`config.mk`:
```
export PLATFORM = sky130hd
export DESIGN_NAME = subsurf_face_avg_flat
export DESIGN_NICKNAME = d
export VERILOG_FILES = /design/src/rtl/subsurf_face_avg_if.sv /design/src/rtl/subsurf_face_avg.sv /design/src/flat_wrapper.sv
export SDC_FILE = /design/constraint.sdc
export NUM_CORES = 1
export LEC_CHECK = 0
export CAP_MARGIN = 15
export CELL_PAD_IN_SITES_DETAIL_PLACEMENT = 0
export CELL_PAD_IN_SITES_GLOBAL_PLACEMENT = 2
export CORE_ASPECT_RATIO = 1.5
export CORE_UTILIZATION = 27
export DETAILED_ROUTE_END_ITERATION = 6
export PLACE_DENSITY_LB_ADDON = 0.1
export SLEW_MARGIN = 0
export SYNTH_ARGS = -nofsm -noshare
export SYNTH_HDL_FRONTEND = slang
export SYNTH_SLANG_ARGS = --single-unit
```
`constraint.sdc`:
```
create_clock -name clk -period 3.7 [get_ports clk]
set_input_delay 0.37 -clock clk [delete_from_list [all_inputs] [get_ports clk]]
set_output_delay 0.37 -clock clk [all_outputs]
set_load 0.05 [all_outputs]
```
`src/rtl/subsurf_face_avg_if.sv`:
```
// RAM-port bundle for the face-point stage: host start/busy plus three 512x32 SRAM ports.
// The master side is the averaging engine; the slave side is the host and the SRAMs.
interface subsurf_face_avg_if #(
  parameter int unsigned ADDR_WIDTH = 9,
  parameter int unsigned DATA_WIDTH = 32
);
  logic                  start;
  logic                  busy;
  logic                  en0, en1, en2;
  logic [ADDR_WIDTH-1:0] a0, a1, a2;
  logic [3:0]            we0, we1, we2;
  logic [DATA_WIDTH-1:0] di0, di1, di2;
  logic [DATA_WIDTH-1:0] do0, do1, do2;

  modport master (
    input  start, do0, do1, do2,
    output busy, en0, en1, en2, a0, a1, a2, we0, we1, we2, di0, di1, di2
  );

  modport slave (
    output start, do0, do1, do2,
    input  busy, en0, en1, en2, a0, a1, a2, we0, we1, we2, di0, di1, di2
  );
endinterface

```
`src/rtl/subsurf_face_avg.sv`:
```
// Catmull-Clark face-point stage: reads quad faces from RAM1, averages the four corner
// vertices fetched from RAM0 and writes one packed face point per face to RAM2.
module subsurf_face_avg #(
  parameter int unsigned ADDR_WIDTH = 9,
  parameter int unsigned DATA_WIDTH = 32,
  parameter int unsigned COORD_W    = 10
) (
  input  logic               clk,
  input  logic               rst,
  subsurf_face_avg_if.master ram_io
);

  localparam int unsigned SumW = COORD_W + 2;
  localparam int unsigned IdxW = 8;

  typedef enum logic [3:0] {
    StIdle, StCntRd, StCntCap, StFaceRd, StFaceCap, StV0, StV1, StV2, StV3, StWr
  } state_e;

  state_e                     state_q, state_d;
  logic [ADDR_WIDTH-1:0]      n_q, n_d;
  logic [ADDR_WIDTH-1:0]      i_q, i_d;
  logic [3:0][IdxW-1:0]       idx_q, idx_d;
  logic [2:0][SumW-1:0]       acc_q, acc_d;

  logic [2:0][SumW-1:0]       vtx, sum;
  logic [2:0][COORD_W-1:0]    avg;
  logic [ADDR_WIDTH-1:0]      i_inc;

  logic                       en0, en1, en2;
  logic [ADDR_WIDTH-1:0]      a0, a1, a2;
  logic [3:0]                 we2;
  logic [DATA_WIDTH-1:0]      di2;

  // Sign-extend the returned vertex and add it to the running per-axis sums; the
  // arithmetic shift by two is just dropping the two low bits of the 12-bit sum.
  always_comb begin
    for (int k = 0; k < 3; k++) begin
      vtx[k] = {{(SumW - COORD_W){ram_io.do0[k*COORD_W + COORD_W - 1]}},
                ram_io.do0[k*COORD_W +: COORD_W]};
      sum[k] = acc_q[k] + vtx[k];
      avg[k] = sum[k][SumW-1:2];
    end
  end

  assign i_inc = i_q + ADDR_WIDTH'(1);

  always_comb begin
    state_d = state_q;
    n_d     = n_q;
    i_d     = i_q;
    idx_d   = idx_q;
    acc_d   = acc_q;
    en0     = 1'b0;
    en1     = 1'b0;
    en2     = 1'b0;
    a0      = '0;
    a1      = '0;
    a2      = '0;
    we2     = '0;
    di2     = '0;
    unique case (state_q)
      StIdle: begin
        if (ram_io.start) state_d = StCntRd;
      end
      StCntRd: begin
        en1     = 1'b1;
        state_d = StCntCap;
      end
      StCntCap: begin
        n_d     = ram_io.do1[ADDR_WIDTH-1:0];
        i_d     = '0;
        state_d = (ram_io.do1[ADDR_WIDTH-1:0] == '0) ? StIdle : StFaceRd;
      end
      StFaceRd: begin
        en1     = 1'b1;
        a1      = i_inc;
        state_d = StFaceCap;
      end
      StFaceCap: begin
        for (int k = 0; k < 4; k++) idx_d[k] = ram_io.do1[k*IdxW +: IdxW];
        state_d = StV0;
      end
      StV0: begin
        en0     = 1'b1;
        a0      = ADDR_WIDTH'(idx_q[0]);
        acc_d   = '0;
        state_d = StV1;
      end
      StV1: begin
        en0     = 1'b1;
        a0      = ADDR_WIDTH'(idx_q[1]);
        acc_d   = sum;
        state_d = StV2;
      end
      StV2: begin
        en0     = 1'b1;
        a0      = ADDR_WIDTH'(idx_q[2]);
        acc_d   = sum;
        state_d = StV3;
      end
      StV3: begin
        en0     = 1'b1;
        a0      = ADDR_WIDTH'(idx_q[3]);
        acc_d   = sum;
        state_d = StWr;
      end
      StWr: begin
        en2     = 1'b1;
        we2     = 4'hF;
        a2      = i_q;
        di2     = DATA_WIDTH'(avg);
        i_d     = i_inc;
        state_d = (i_inc == n_q) ? StIdle : StFaceRd;
      end
      default: state_d = StIdle;
    endcase
  end

  always_ff @(posedge clk or posedge rst) begin
    if (rst) begin
      state_q <= StIdle;
      n_q     <= '0;
      i_q     <= '0;
      idx_q   <= '0;
      acc_q   <= '0;
    end else begin
      state_q <= state_d;
      n_q     <= n_d;
      i_q     <= i_d;
      idx_q   <= idx_d;
      acc_q   <= acc_d;
    end
  end

  assign ram_io.busy = (state_q != StIdle);
  assign ram_io.en0  = en0;
  assign ram_io.en1  = en1;
  assign ram_io.en2  = en2;
  assign ram_io.a0   = a0;
  assign ram_io.a1   = a1;
  assign ram_io.a2   = a2;
  assign ram_io.we0  = '0;
  assign ram_io.we1  = '0;
  assign ram_io.we2  = we2;
  assign ram_io.di0  = '0;
  assign ram_io.di1  = '0;
  assign ram_io.di2  = di2;

  // RAM2 is write-only and the vertex pad bits carry no data.
  logic unused_do;
  assign unused_do = ^{ram_io.do2, ram_io.do0[DATA_WIDTH-1:3*COORD_W]};

endmodule

```
`src/flat_wrapper.sv`:
```
// flat-port wrapper written by rule: the top's interface ports become plain ports
module subsurf_face_avg_flat 
#(
  parameter int unsigned ADDR_WIDTH = 9,
  parameter int unsigned DATA_WIDTH = 32,
  parameter int unsigned COORD_W    = 10
)
  (clk, rst, ram_io_start, ram_io_do0, ram_io_do1, ram_io_do2, ram_io_busy, ram_io_en0, ram_io_en1, ram_io_en2, ram_io_a0, ram_io_a1, ram_io_a2, ram_io_we0, ram_io_we1, ram_io_we2, ram_io_di0, ram_io_di1, ram_io_di2);
  subsurf_face_avg_if #(.ADDR_WIDTH(ADDR_WIDTH), .DATA_WIDTH(DATA_WIDTH)) ram_io_i ();
  input  logic clk;
  input  logic rst;
  input wire logic [$bits(ram_io_i.start)-1:0] ram_io_start;
  input wire logic [$bits(ram_io_i.do0)-1:0] ram_io_do0;
  input wire logic [$bits(ram_io_i.do1)-1:0] ram_io_do1;
  input wire logic [$bits(ram_io_i.do2)-1:0] ram_io_do2;
  output wire logic [$bits(ram_io_i.busy)-1:0] ram_io_busy;
  output wire logic [$bits(ram_io_i.en0)-1:0] ram_io_en0;
  output wire logic [$bits(ram_io_i.en1)-1:0] ram_io_en1;
  output wire logic [$bits(ram_io_i.en2)-1:0] ram_io_en2;
  output wire logic [$bits(ram_io_i.a0)-1:0] ram_io_a0;
  output wire logic [$bits(ram_io_i.a1)-1:0] ram_io_a1;
  output wire logic [$bits(ram_io_i.a2)-1:0] ram_io_a2;
  output wire logic [$bits(ram_io_i.we0)-1:0] ram_io_we0;
  output wire logic [$bits(ram_io_i.we1)-1:0] ram_io_we1;
  output wire logic [$bits(ram_io_i.we2)-1:0] ram_io_we2;
  output wire logic [$bits(ram_io_i.di0)-1:0] ram_io_di0;
  output wire logic [$bits(ram_io_i.di1)-1:0] ram_io_di1;
  output wire logic [$bits(ram_io_i.di2)-1:0] ram_io_di2;
  assign ram_io_i.start = ram_io_start;
  assign ram_io_i.do0 = ram_io_do0;
  assign ram_io_i.do1 = ram_io_do1;
  assign ram_io_i.do2 = ram_io_do2;
  assign ram_io_busy = ram_io_i.busy;
  assign ram_io_en0 = ram_io_i.en0;
  assign ram_io_en1 = ram_io_i.en1;
  assign ram_io_en2 = ram_io_i.en2;
  assign ram_io_a0 = ram_io_i.a0;
  assign ram_io_a1 = ram_io_i.a1;
  assign ram_io_a2 = ram_io_i.a2;
  assign ram_io_we0 = ram_io_i.we0;
  assign ram_io_we1 = ram_io_i.we1;
  assign ram_io_we2 = ram_io_i.we2;
  assign ram_io_di0 = ram_io_i.di0;
  assign ram_io_di1 = ram_io_i.di1;
  assign ram_io_di2 = ram_io_i.di2;
  subsurf_face_avg #(.ADDR_WIDTH(ADDR_WIDTH), .DATA_WIDTH(DATA_WIDTH), .COORD_W(COORD_W)) u_core (.clk(clk), .rst(rst), .ram_io(ram_io_i));
endmodule
```
# Word level (Yosys, flattened, before mapping)
# Cells that the tools add are included.
dict set report op_classes {
  addsub 4
  eq_ne 11
  muxes 14
  reduce_logical 8
}
# operator n
set ops {}
lappend ops {{case mux 36 bit (2 select lines)} 1}
lappend ops {{case mux 4 bit (10 select lines)} 1}
lappend ops {{adder 12 bit} 3}
lappend ops {{case mux 8 bit (4 select lines)} 1}
lappend ops {{two-way mux 30 bit} 1}
lappend ops {{two-way mux 9 bit} 2}
lappend ops {{case mux 9 bit (2 select lines)} 1}
lappend ops {{equality test 4 x 3 -> 1 bit, second input constant} 4}
lappend ops {{adder 9 x 1 -> 9 bit, second input constant} 1}
lappend ops {{equality test 9 bit} 1}
lappend ops {{zero test 9 bit} 1}
lappend ops {{equality test 4 x 2 -> 1 bit, second input constant} 2}
lappend ops {{equality test 4 bit, second input constant} 2}
lappend ops {{two-way mux 4 bit} 2}
lappend ops {{equality test 4 x 1 -> 1 bit, second input constant} 1}
lappend ops {{zero test 4 bit} 1}
lappend ops {{two-way mux 2 bit} 2}
lappend ops {{nonzero test 2 bit} 2}
lappend ops {{nonzero test 4 bit} 1}
lappend ops {{OR reduction 4 bit} 1}
lappend ops {{two-way mux 1 bit} 3}
lappend ops {{OR reduction 3 bit} 1}
lappend ops {{inequality test 2 bit, second input constant} 1}
lappend ops {{OR reduction 2 bit} 1}
dict set report totals {
  ff_bits 90
  input_bits 99
  output_inout_bits 139
  elab_cells 47
}

# Longest topological paths before layout
dict set report logic_depth {
  depth_word 4
  ltp_mapped 9
  mapped_depth_nobuf 9
}

# Least setup slack after synthesis
# Ideal clock, no wire load.
dict set report synth_timing {
  path_type {input to output}
  startpoint {in ram_io_do0[10]}
  endpoint {out ram_io_di2[14]}
  t_arrival_ns 2.845
  t_required_ns 3.330
  path_slack_ns 0.485
  path_stages 9
  n_path_buf 0
  cell_sequence {ha_1 -> inv_1 -> fa_1 -> nor2b_1 -> o21ai_1 -> a21boi_0 -> o21ai_0 -> nor3b_1 -> nor3_1}
}
dict set report synth_via {
  elab_chain_cells 2
}
# element line_no
set synth_lines {}
lappend synth_lines {{from (decl)} flat_wrapper.sv:13} ;# input wire logic [$bits(ram_io_i.do0)-1:0] ram_io_do0;
lappend synth_lines {{adder 12 bit} subsurf_face_avg.sv:41} ;# sum[k] = acc_q[k] + vtx[k];
lappend synth_lines {{two-way mux 30 bit} subsurf_face_avg.sv:62} ;# unique case (state_q)
lappend synth_lines {{to (decl)} flat_wrapper.sv:28} ;# output wire logic [$bits(ram_io_i.di2)-1:0] ram_io_di2;
# Every way passes these cells.

# Worst setup path in the final report
dict set report layout_timing {
  startpoint {in ram_io_do0[20]}
  endpoint {out ram_io_di2[26]}
}
# The elaborated chain is that of the path after synthesis.

==> impl_metrics.py <==
metrics = {
    "synthesis": {
        "synth.distinct_cells": 71,
        "synth_top_area_share_pct": 33.4,
        "synthArstFlopShare_pct": 100,
        "synth.area.top_cells": "dfrtp_1, buf_4, ha_1, mux2_2, o21ai_0",
        "synth_edf_count": 0,
        "syn_inst": 723,
        "syn_area_sq_um": 6740,
        "ys_ff_latch": 90,
        "synth_warnings": 0,
        "avgSynthCellArea_sq_um": 9.32,
        "synth_flop_cell": "dfrtp_1",
        "yosysSeqAreaShare_pct": 33.4,
        "synth_top_area_cell": "dfrtp_1",
    },
    "timing": {
        "period_share_pct": 93.2,
        "rsz0062_at_grt": "no",
        "fin_skew_ps": 8.93,
        "setup_viol": 0,
        "setup_ws_ps": 252,
        "max_freq_ghz": 0.290,
        "slew_viol_final": 0,
        "layout_min_cycle_time_ps": 3450,
        "tightest_slew_ps": 927,
        "setup_tns_ps": 0,
        "relSlewSlack_pct": 38.2,
        "hold_violations": 0,
    },
    "finish": {
        "final_common_cell": "clkdlybuf4s50_1",
        "insertedDiodeCount": 0,
        "layout_common_cells": "clkdlybuf4s50_1, dfrtp_1, conb_1, nor2_1, o21ai_0",
        "drive_gt1_share_pct": 14.1,
        "area_growth_pct": 26.3,
        "layout.nets": 974,
    },
    "worst_setup_path": {
        "worst-r2r-setup-slack_ps": 1140,
        "r2r_cells": 7,
        "worstPathRequired_ps": 3330,
        "r2r_end": "u_core.acc_q[20]$_DFFE_PP0P_",
        "reg2reg_from": "u_core.state_q[3]$_DFFE_PP0P_",
        "endpoint_kind": "output pin",
        "crit_fanout": 3,
        "critPathKind": "input port to output pin",
        "startpoint_type": "input port",
        "worstPathArrival_ps": 3080,
    },
    "min_path": {
        "hold_end": "u_core.idx_q[29]$_DFFE_PP0P_",
        "hp-start": "u_core.idx_q[29]$_DFFE_PP0P_",
        "holdCritPathClass": "register to register",
        "min_path_cells": 1,
    },
    "drt": {
        "routed_via_density": 4.65,
        "drtPass1Iterations": 4,
        "drt_wl_total_um": 18700,
        "ant_nets": 0,
        "vias": 5429,
        "wl_per_cell_um": 16.0,
        "drtIter0Drc": 279,
        "drc": 0,
    },
    "pwr": {
        "swShare_pct": 45.3,
        "p_sw_mw": 2.86,
        "clockPowerShare_pct": 15.6,
        "combinationalPowerShare_pct": 57.3,
        "p_per_area_nw_per_um2": 743,
        "leakage_nw": 3.75,
        "total_power_mw": 6.31,
        "internal_power_mw": 3.46,
        "peakVddDrop_mv": 0.517,
        "power_frac_seq_pct": 27.2,
    },
    "cts": {
        "tritoncts": "built",
        "cts_root_buffer": "clkbuf_16",
        "ctsHoldBuffers": 0,
        "clk_latency_ps": 350,
        "numCtsBuffers": 9,
        "clk_pin_slew_ps": 70,
        "cts.path.max_buffers": 2,
        "cts_max_level": 3,
        "post_cts_buffers": 0,
        "cts_resized": 0,
        "numClockSinks": 90,
    },
    "floorplanning": {
        "fp-row-count": 70,
        "io_pins": 238,
        "dieHeight_um": 195,
        "core_sq_um": 24400,
        "start_util_pct": 27.6,
        "dieWidth_um": 131,
        "dieArea_sq_um": 25600,
    },
    "global_routing": {
        "grt-ovfl-total": 0,
        "busiest_layer": "met2",
        "antenna_found_initial": 0,
        "grt_use_met2_pct": 27.8,
        "grt_usage_pct": 15.3,
        "grt_pass1_wl_um": 30100,
        "grtUsageMet3_pct": 2.66,
        "grtUsageMet1_pct": 17.9,
        "grt_pass1_vias": 5647,
        "grt_max_degree": 69,
    },
    "job": {
        "cap_violations": 0,
    },
    "placed_design": {
        "post-dp-hpwl_um": 13700,
        "place_congestion": 0.740,
        "place_ws_ps": 263,
        "io_buffers": 128,
    },
    "outcome": {
        "outcome": "finished, final reports clean",
    },
}
==> sequential cells by signal (all words and copies together) (netlist names) <==
register        cells
u_core.idx_q       32
u_core.state_q      4
u_core.n_q          9
u_core.i_q          9
u_core.acc_q       36
==> through the flow <==
stage	area [sq um]	util, %	hold slack [ps]	cells
6_report	8500	34.8	495	1167
5_1_grt	8500	34.8	513	1167
4_1_cts	8500	34.8	498	1167
3_5_place_dp	8200	33.6	478	1151
3_3_place_gp	8200	33.6	468	1151
2_1_floorplan	7010	-	459	797
==> layer usage <==
layer  vias up  share of wire (%)
met5         -                  0
met4         0                1.1
met3        10                4.0
met2       131                 54
met1      2638                 41
li1       2650                  -
==> cells by family after synthesis <==
kind of cell / share of synthesized area [%]
multiplexers: 7.93
AND/OR/NAND/NOR: 17.5
buffers and inverters: 12.2
XOR/XNOR: 5.85
AO/OA/AOI/OAI: 15.8
adder cells (fa/ha/maj): 7.21
flip-flops: 33.4
other: 0.0557
==> synth_stat cells (4+ instances only) <==
library cell   n
a211oi_1       4
a21o_1        11
a21oi_1       18
a22oi_1       18
and3_1        13
buf_2         12
buf_4         83
clkbuf_1      15
dfrtp_1       90
ha_1          34
inv_1         16
mux2_1         6
mux2_2        37
mux2i_1        5
nand2_1       46
nand2b_1      11
nand3_1       41
nand3b_1       4
nor2_1        53
nor2b_1        5
nor3_1        19
nor3b_1        9
o211ai_1       4
o21a_1         5
o21ai_0       49
o21bai_1       5
o31ai_1        7
or3_1          4
xnor2_1       11
xnor3_1        4
xor2_1        21
==> power groups by stage <==
stage	sequential [mW]	combinational, mW	clock, mW
4_1_cts	1.72	3.67	1.03
3_5_place_dp	1.74	3.66	0
5_1_grt	1.78	4.03	1.06
2_1_floorplan	1.63	2.92	0
3_3_place_gp	1.72	3.63	0
6_report	1.72	3.62	0.982
==> area by class of cell <==
| class | instances | area [sq um] |
|---|---|---|
| Fill cell | 2511 | 15900 |
| Multi-Input combinational cell | 579 | 3950 |
| Sequential cell | 90 | 2250 |
| Timing Repair Buffer | 142 | 1530 |
| Tap cell | 324 | 405 |
| Clock buffer | 10 | 229 |
| Clock inverter | 6 | 72.6 |
| Inverter | 16 | 61.3 |
==> worst max path at each step <==
stage                              start              to  slack [ps]
after floorplan           ram_io_do0[10]  ram_io_di2[14]         490
after global placement    ram_io_do0[20]  ram_io_di2[26]         250
after detailed placement  ram_io_do0[20]  ram_io_di2[26]         260
after CTS                 ram_io_do0[20]  ram_io_di2[26]         250
after global routing      ram_io_do0[10]  ram_io_di2[14]          80
final                     ram_io_do0[20]  ram_io_di2[26]         250
==> critical path, cell delays in order <==
cell and delay [ps]:
clkdlybuf4s50_1 470, ha_1 210, inv_1 70, fa_1 400
nor2b_1 120, o21ai_0 110, a21boi_1 260, o21ai_0 170
a211oi_1 290, mux2i_1 420, buf_12 190
(Power assumes the default switching activity.)
